`config.mk`:
```
export PLATFORM = sky130hd
export DESIGN_NAME = dpd_coeff_bank
export DESIGN_NICKNAME = d
export VERILOG_FILES = /design/src/rtl/dpd_coeff_bank.sv
export SDC_FILE = /design/constraint.sdc
export NUM_CORES = 1
export LEC_CHECK = 0
export CORE_ASPECT_RATIO = 1.75
export CORE_MARGIN = 3
export CORE_UTILIZATION = 46
export CTS_CLUSTER_SIZE = 28
export DETAILED_ROUTE_END_ITERATION = 8
export PLACE_DENSITY = 0.73
export SLEW_MARGIN = 20
export SYNTH_ARGS = -nofsm -noshare
export SYNTH_HDL_FRONTEND = slang
export SYNTH_SLANG_ARGS = --single-unit
```
`constraint.sdc`:
```
create_clock -name clk_368 -period 2.35 [get_ports clk_368]
set_clock_uncertainty 0.1 [all_clocks]
set_input_delay 0.5875 -clock clk_368 [delete_from_list [all_inputs] [get_ports clk_368]]
set_output_delay 0.5875 -clock clk_368 [all_outputs]
set_load 0.02 [all_outputs]
```
`src/rtl/dpd_coeff_bank.sv`:
```
// Shadow/active coefficient bank for the odd-order DPD actuator.
// Shadow writes go in while idle; a committed swap is taken on frame_sync, then a guard window runs.
module dpd_coeff_bank #(
    parameter int INT_WIDTH   = 6,
    parameter int FRACT_WIDTH = 12,
    parameter int DATA_WIDTH  = INT_WIDTH + FRACT_WIDTH,
    parameter int GUARD       = 6
) (
    input  logic                         clk_368,
    input  logic                         rst_n,
    input  logic                         wr_valid,
    output logic                         wr_ready,
    input  logic [2:0]                   wr_addr,
    input  logic signed [DATA_WIDTH-1:0] wr_data,
    input  logic                         commit,
    input  logic                         abort,
    input  logic                         frame_sync,
    input  logic                         bypass,
    output logic signed [DATA_WIDTH-1:0] a10_r,
    output logic signed [DATA_WIDTH-1:0] a10_i,
    output logic signed [DATA_WIDTH-1:0] a30_r,
    output logic signed [DATA_WIDTH-1:0] a30_i,
    output logic signed [DATA_WIDTH-1:0] a50_r,
    output logic signed [DATA_WIDTH-1:0] a50_i,
    output logic                         pending,
    output logic                         commit_done,
    output logic                         err_addr,
    output logic [7:0]                   swap_cnt
);

    localparam logic signed [DATA_WIDTH-1:0] ONE = DATA_WIDTH'(1 << FRACT_WIDTH);

    typedef enum logic [1:0] {IDLE, PENDING, HOLD} state_t;

    // Identity actuator: unity linear term, all higher orders zero.
    function automatic logic signed [DATA_WIDTH-1:0] identity_coeff(input int idx);
        return (idx == 0) ? ONE : '0;
    endfunction

    state_t                        state_q;
    logic [7:0]                    guard_q;
    logic                          pending_q;
    logic                          commit_done_q;
    logic                          err_addr_q;
    logic [7:0]                    swap_cnt_q;

    logic signed [DATA_WIDTH-1:0]  shadow_q [6];
    logic signed [DATA_WIDTH-1:0]  shadow_d [6];
    logic signed [DATA_WIDTH-1:0]  act_q    [6];
    logic signed [DATA_WIDTH-1:0]  act_d    [6];
    logic signed [DATA_WIDTH-1:0]  out_q    [6];
    logic signed [DATA_WIDTH-1:0]  out_d    [6];

    logic                          wr_accept;
    logic                          swap_go;

    assign wr_ready  = (state_q == IDLE);
    assign wr_accept = wr_valid && wr_ready;
    assign swap_go   = (state_q == PENDING) && frame_sync && !abort;

    // Output regs take the next active value so a swap is visible right after the sync edge.
    always_comb begin
        shadow_d = shadow_q;
        act_d    = act_q;
        for (int i = 0; i < 6; i++) begin
            if (wr_accept && (wr_addr == 3'(i))) begin
                shadow_d[i] = wr_data;
            end
        end
        if (swap_go) begin
            act_d = shadow_q;
        end
        for (int i = 0; i < 6; i++) begin
            out_d[i] = bypass ? identity_coeff(i) : act_d[i];
        end
    end

    always_ff @(posedge clk_368 or negedge rst_n) begin
        if (!rst_n) begin
            for (int i = 0; i < 6; i++) begin
                shadow_q[i] <= identity_coeff(i);
                act_q[i]    <= identity_coeff(i);
                out_q[i]    <= identity_coeff(i);
            end
        end else begin
            shadow_q <= shadow_d;
            act_q    <= act_d;
            out_q    <= out_d;
        end
    end

    always_ff @(posedge clk_368 or negedge rst_n) begin
        if (!rst_n) begin
            state_q       <= IDLE;
            guard_q       <= '0;
            pending_q     <= 1'b0;
            commit_done_q <= 1'b0;
            err_addr_q    <= 1'b0;
            swap_cnt_q    <= '0;
        end else begin
            commit_done_q <= 1'b0;
            err_addr_q    <= wr_accept && (wr_addr > 3'd5);
            case (state_q)
                IDLE: begin
                    if (commit) begin
                        state_q   <= PENDING;
                        pending_q <= 1'b1;
                    end
                end
                PENDING: begin
                    if (abort) begin
                        state_q   <= IDLE;
                        pending_q <= 1'b0;
                    end else if (frame_sync) begin
                        state_q       <= HOLD;
                        pending_q     <= 1'b0;
                        guard_q       <= 8'(GUARD - 1);
                        commit_done_q <= 1'b1;
                        swap_cnt_q    <= swap_cnt_q + 8'd1;
                    end
                end
                HOLD: begin
                    if (guard_q == 8'd0) begin
                        state_q <= IDLE;
                    end else begin
                        guard_q <= guard_q - 8'd1;
                    end
                end
                default: begin
                    state_q   <= IDLE;
                    pending_q <= 1'b0;
                end
            endcase
        end
    end

    assign a10_r       = out_q[0];
    assign a10_i       = out_q[1];
    assign a30_r       = out_q[2];
    assign a30_i       = out_q[3];
    assign a50_r       = out_q[4];
    assign a50_i       = out_q[5];
    assign pending     = pending_q;
    assign commit_done = commit_done_q;
    assign err_addr    = err_addr_q;
    assign swap_cnt    = swap_cnt_q;

endmodule

```
==> run summary, run 1 <==
status = completed
number of instances in the placed design = 1479
post-synth design cell area = 12400 um^2
instance count along the most critical hold path = 2
Post-Synthesis Cells = 1011
global-route track usage on met3 = 0.0248
final critical path time including I/O delays and setup = 2.28 ns
area share of the largest cell type after synthesis = 0.693
average via count per standard cell = 5.23
area of the placeable core = 26200 um^2
RSZ-0062 raised after global routing = no
cell family contributing the most delay on the critical path = buffers and inverters
GRT Total Usage = 0.203
number of max-cap violations = 0
GPL Wtd Cong = 0.834
largest net degree at the start of global routing = 73
Antenna diodes = 0
CTS tree = built
routed wirelength normalized by instance count = 18.6 um
length in cells of the worst reg-to-reg path = 6
share of synthesized flip-flops with an asynchronous set or reset = 1.00
first-pass GRT wire length = 45.4 mm
CP Buf/Inv Count = 1
cell type with the highest aggregate area in the netlist = dfrtp_1
starting density of the core = 0.472
CP cell instances = clkdlybuf4s50_1
highest ir drop seen on vdd = 0.731 mV
top_reg_cell synth = dfrtp_1
DRC viols = 0
Cell Pwr Density = 1270 nW/um^2
Worst Min Path Start = act_q[29]$_DFF_PN0_
endpoint type of the worst setup path = output pin
CTS Buf Count = 30
final wirelength = 28.6 mm
filler cell count in the final layout = 2087
Post-synth EDFFs = 0
Max-slew headroom = 0.591
final setup vio count = 0
reg2reg setup slack = 0.40 ns
maximum clock insertion buffer count = 3
largest cells by area after synthesis = dfrtp_1, nand2_1, mux2_2, a21oi_1, clkbuf_1
net count after synthesis = 1042
final count of pins violating max slew = 0
clock slew seen by the registers of the worst setup and hold paths = 0.07 ns
root buf cell = clkbuf_16
grt total ovfl = 0
critical path's largest stage delay = 0.62 ns
total iterations of the first detailed-routing run = 4
via count of the first global-routing pass = 8394
M2 GR Usage = 0.354
count of antenna-violating nets left after detailed routing = 0
H-Tree Level Count = 1
startpoint of the most critical register-to-register path = state_q[0]$_DFFE_PN0P_
number of core rows = 78
IO Pins = 148
library cell contributing the largest single delay on the critical path = clkdlybuf4s50_1
number of distinct standard cells referenced by the synthesized netlist = 46
Synthesis Warnings = 0
antenna violations before repair = 0
layer with the highest usage = met2
clock sink total = 345
post-route insts no fill = 1535
number of storage elements in the synthesis netlist = 345
number of nets in the layout = 1223
Max FO, Critical Path = 4
Hold Crit Endpoint = act_q[29]$_DFF_PN0_
highest clock rate = 0.439 GHz
layout overhead on the synthesized area = 26.9%
final cycle utilization of the critical path = 0.968
detailed-placement wirelength estimate = 18.7 mm
Avg Inst Size Synth = 12.2 um^2
number of hold-slack violations in the final timing report = 0
critical path class = register to output pin
number of input and output port buffers inserted = 147
Die Y-Extent = 223 um
Post-synth top cells = dfrtp_1, nand2_1, a21oi_1
measured slew at the worst slew-check pin = 0.611 ns
dominant cell by count in the synthesized netlist = dfrtp_1
Detailed Route Iter0 Violations = 454
via count = 8023
GR Layer Usage met1 = 0.254
Final Hold Slack = 0.367 ns
startpoint kind of the worst setup timing path = register
R2R Path End = shadow_q[29]$_DFFE_PN0P_
worst hold path type = register to register
WP data required = 1.66 ns
fraction of layout instances using a drive strength above 1 = 0.183
leakage = 7.57 nW
final core occ = 0.600
data arrival time of the critical path = 1.59 ns
clock latency reported for the late side of the worst-skew pair = 0.55 ns
x dimension of the die = 130 um
area of the die = 28900 um^2
sequential share of the synthesized area = 0.699
## flip-flops by register name, summed over array words and instances, names as in the netlist, 8 cells and up
| signal | cells |
|---|---|
| a10_i | 18 |
| a50_r | 18 |
| a30_r | 18 |
| act_q | 108 |
| a50_i | 18 |
| shadow_q | 108 |
| swap_cnt | 8 |
| a10_r | 18 |
| a30_i | 18 |
| guard_q | 8 |
## report_power, final
part,internal [mW],switching [mW]
logic,2.46,2.70
registers,8.29,1.01
clock network,3.26,2.12
## logic make-up (layout without fill, tap and decap cells)
group / after synthesis / count (layout) / share of synthesized area
adder cells (fa/ha/maj): 3 / 3 / 0.00304
AO/OA/AOI/OAI: 122 / 122 / 0.0529
buffers and inverters: 50 / 254 / 0.0178
AND/OR/NAND/NOR: 374 / 374 / 0.122
flip-flops: 345 / 345 / 0.699
multiplexers: 109 / 109 / 0.0993
XOR/XNOR: 8 / 8 / 0.00567
## cell type report
| cell class | count | area, um^2 | share of cell area |
|---|---|---|---|
| Clock inverter | 12 | 210 | 0.0134 |
| Clock buffer | 43 | 881 | 0.0562 |
| Inverter | 6 | 25.0 | 0.00160 |
| Timing Repair Buffer | 193 | 2010 | 0.128 |
| Tap cell | 320 | 400 | 0.0255 |
| Multi-Input combinational cell | 616 | 3510 | 0.224 |
| Sequential cell | 345 | 8640 | 0.551 |
## cell usage in the layout, fill, tap and decap left out, drive strengths merged, types with 6 or more instances in the layout
| master | count |
|---|---|
| dfrtp | 342 |
| nand2 | 337 |
| clkdlybuf4s50 | 139 |
| a21oi | 112 |
| mux2 | 108 |
| buf | 47 |
| clkbuf | 43 |
| nor2 | 13 |
| xnor2 | 7 |
| clkinv | 6 |
| bufinv | 6 |
| inv | 6 |
## metrics by stage
step	setup WS, ns	area (um^2)	setup TNS (ns)	power, mW
after floorplan	0.295	12400	0	12.3
after global placement	-0.00160	14600	-0.00160	14.3
after detailed placement	-0.0602	14600	-1.23	14.6
after CTS	0.00163	15700	0	20.0
after global routing	0.0144	15700	0	20.9
final	0.0746	15700	0	19.8
## how the worst max path moves through the flow
stage                             from                  endpoint  slack [ns]  depth (start not counted)
6_report       swap_cnt[5]$_DFFE_PN0P_               swap_cnt[5]        0.07                          1
5_1_grt        swap_cnt[5]$_DFFE_PN0P_               swap_cnt[5]        0.01                          1
4_1_cts        swap_cnt[1]$_DFFE_PN0P_               swap_cnt[1]       0.002                          1
3_5_place_dp                  wr_valid  shadow_q[41]$_DFFE_PN0P_       -0.06                          6
3_3_place_gp                     abort       a50_r[10]$_DFF_PN0_      -0.002                          6
2_1_floorplan   state_q[0]$_DFFE_PN0P_  shadow_q[43]$_DFFE_PN0P_        0.29                          5
## repair_timing
| item | CTS | global route |
|---|---|---|
| endpoints found under the hold margin | 44 | 0 |
| buffers inserted | 0 | 0 |
| hold buffers | 1 | 0 |
| resized for setup | 4 | 3 |
| setup endpoints to repair | 3 | 3 |
## metal layers
layer,wire length (um),part of all wire
met5,0,0
met2,15000,0.53
met1,11300,0.40
met3,1120,0.039
met4,1100,0.038
Note: power is estimated with default switching activity, not from simulation.
==> run 2, diff against run 1 <==
--- a/config.mk
+++ b/config.mk
@@ -5,9 +5,11 @@
 export SDC_FILE = /design/constraint.sdc
 export NUM_CORES = 1
 export LEC_CHECK = 0
+export CAP_MARGIN = 5
 export CORE_ASPECT_RATIO = 1.75
 export CORE_MARGIN = 3
 export CORE_UTILIZATION = 46
+export CTS_BUF_LIST = sky130_fd_sc_hd__clkbuf_8 sky130_fd_sc_hd__clkbuf_16
 export CTS_CLUSTER_SIZE = 28
 export DETAILED_ROUTE_END_ITERATION = 8
 export PLACE_DENSITY = 0.73
==> run 2 against run 1 <==
Combinational power about the same. Via count about the same. Critical path depth unchanged. Non-clock buffer count unchanged. First-iteration DRC count down 2.0%. Sequential cell count unchanged. Final area unchanged. Die area unchanged. Worst hold slack about the same. Power down 0.11%. Sequential power about the same. Setup slack about the same. Critical endpoint unchanged. Largest power group unchanged. Highest routed layer unchanged.
==> run summary, run 2 (synthesis gave the netlist of run 1 again) <==
DRC viols = 0 (unchanged)
CTS Buf Count = 30 (unchanged)
antenna violations before repair = 0 (unchanged)
final critical path time including I/O delays and setup = 2.28 ns (+0.000126 ns)
fraction of layout instances using a drive strength above 1 = 0.183 (unchanged)
cell family contributing the most delay on the critical path = buffers and inverters
layout overhead on the synthesized area = 26.9% (unchanged)
GRT Total Usage = 0.203 (unchanged)
critical path's largest stage delay = 0.62 ns (about the same)
final cycle utilization of the critical path = 0.968 (about the same)
clock slew seen by the registers of the worst setup and hold paths = 0.07 ns (about the same)
via count of the first global-routing pass = 8394 (unchanged)
final setup vio count = 0 (unchanged)
Max-slew headroom = 0.593 (+0.00191)
most frequent cells in the layout = dfrtp_1, nand2_1, clkdlybuf4s50_1, a21oi_1, mux2_2
Cell Pwr Density = 1260 nW/um^2 (-0.11%)
starting density of the core = 0.472 (unchanged)
detailed-placement wirelength estimate = 18.7 mm (unchanged)
routed wirelength normalized by instance count = 18.6 um (unchanged)
maximum clock insertion buffer count = 3 (unchanged)
number of nets in the layout = 1223 (unchanged)
root buf cell = clkbuf_16
count of antenna-violating nets left after detailed routing = 0 (unchanged)
IO Pins = 148 (unchanged)
highest clock rate = 0.439 GHz (about the same)
library cell contributing the largest single delay on the critical path = clkdlybuf4s50_1
most frequent standard cell in the layout excluding fill and tap cells = dfrtp_1
Die Y-Extent = 223 um (unchanged)
number of input and output port buffers inserted = 147 (unchanged)
endpoint type of the worst setup path = output pin
Final Hold Slack = 0.367 ns (+0.0000480 ns)
clock latency reported for the late side of the worst-skew pair = 0.55 ns (about the same)
CP cell instances = clkdlybuf4s50_1
Detailed Route Iter0 Violations = 445 (-2.0%)
status = completed
data arrival time of the critical path = 1.59 ns (about the same)
critical path class = register to output pin
placed cell area = 14600 um^2 (unchanged)
average via count per standard cell = 5.22 (about the same)
clock sink total = 345 (unchanged)
area of the die = 28900 um^2 (unchanged)
grt total ovfl = 0 (unchanged)
number of core rows = 78 (unchanged)
CP Buf/Inv Count = 1 (unchanged)
registers with the most flip-flops = act_q: 108 flops, shadow_q: 108 flops
highest ir drop seen on vdd = 0.731 mV (about the same)
total iterations of the first detailed-routing run = 4 (unchanged)
final count of pins violating max slew = 0 (unchanged)
number of max-cap violations = 0 (unchanged)
RSZ-0062 raised after global routing = no
WP data required = 1.66 ns (about the same)
measured slew at the worst slew-check pin = 0.608 ns (-0.00285 ns)
H-Tree Level Count = 1 (unchanged)
worst hold path type = register to register
x dimension of the die = 130 um (unchanged)
final wirelength = 28.6 mm (unchanged)
CTS tree = built
startpoint kind of the worst setup timing path = register
power consumption = 19.8 mW (-0.11%)
GPL Wtd Cong = 0.834 (unchanged)
via count = 8015 (-0.10%)
area of the placeable core = 26200 um^2 (unchanged)
largest net degree at the start of global routing = 73 (unchanged)
number of hold-slack violations in the final timing report = 0 (unchanged)
Antenna diodes = 0 (unchanged)
leakage = 7.60 nW (+0.33%)
Max FO, Critical Path = 4 (unchanged)
final design area excluding fillers = 15700 um^2 (unchanged)
first-pass GRT wire length = 45.4 mm (unchanged)
==> run 2: changes by cell type in the layout (fill, tap and decap cells not counted) <==
| cell | previous run | this run |
|---|---|---|
| inv_1 | 5 | 11 |
| clkbuf_1 | 6 | 0 |
==> run 2: cell type report <==
type / count / area, um^2
fillers: 2087 / 10500
flip-flops and latches: 345 / 8640
multi-input cells: 616 / 3510
repair buffers: 193 / 2010
clock buffers: 37 / 858
well taps: 320 / 400
clock inverters: 18 / 233
inverters: 6 / 25.0
==> run 2: final timing paths <==
check	startpoint	to	slack (ns)	cells past startpoint
min reg2reg	act_q[29]$_DFF_PN0_	act_q[29]$_DFF_PN0_	0.37	2
min	act_q[29]$_DFF_PN0_	act_q[29]$_DFF_PN0_	0.37	2
max	swap_cnt[5]$_DFFE_PN0P_	swap_cnt[5]	0.07	1
max in group asynchronous	rst_n	act_q[10]$_DFF_PN0_	0.96	3
min in group asynchronous	rst_n	a10_i[9]$_DFF_PN0_	0.45	2
max reg2reg	state_q[0]$_DFFE_PN0P_	shadow_q[29]$_DFFE_PN0P_	0.40	6
==> run 2: layer usage <==
layer	routed length [um]	global-route usage	vias to the layer above
met5	0	0	-
met4	1100	0.0809	0
met3	1110	0.0248	49
met2	15000	0.354	199
met1	11400	0.254	4081
li1	-	-	3686
==> run 2: metrics by stage <==
| stage | std cells | setup slack, ns | TNS, ns | util |
|---|---|---|---|---|
| 2_1_floorplan | 1011 | 0.295 | 0 | - |
| 3_3_place_gp | 1479 | -0.00160 | -0.00160 | 0.557 |
| 3_5_place_dp | 1479 | -0.0602 | -1.23 | 0.557 |
| 4_1_cts | 1535 | 0.00148 | 0 | 0.599 |
| 5_1_grt | 1535 | 0.0143 | 0 | 0.600 |
| 6_report | 1535 | 0.0744 | 0 | 0.600 |
==> run 2: repair_timing <==
item	4_1_cts	5_1_grt
pin swaps	0	0
cloned	0	0
hold buffers	1	0
gates resized for setup	4	3
endpoints found under the setup margin	3	3
hold endpoints to repair	44	0
buffers inserted	0	0
==> run 2: where the power goes <==
part | internal (mW) | total, mW | switching, mW
clock network | 3.23 | 5.35 | 2.12
logic | 2.46 | 5.16 | 2.70
registers | 8.29 | 9.30 | 1.01
total | 14.0 | 19.8 | 5.83
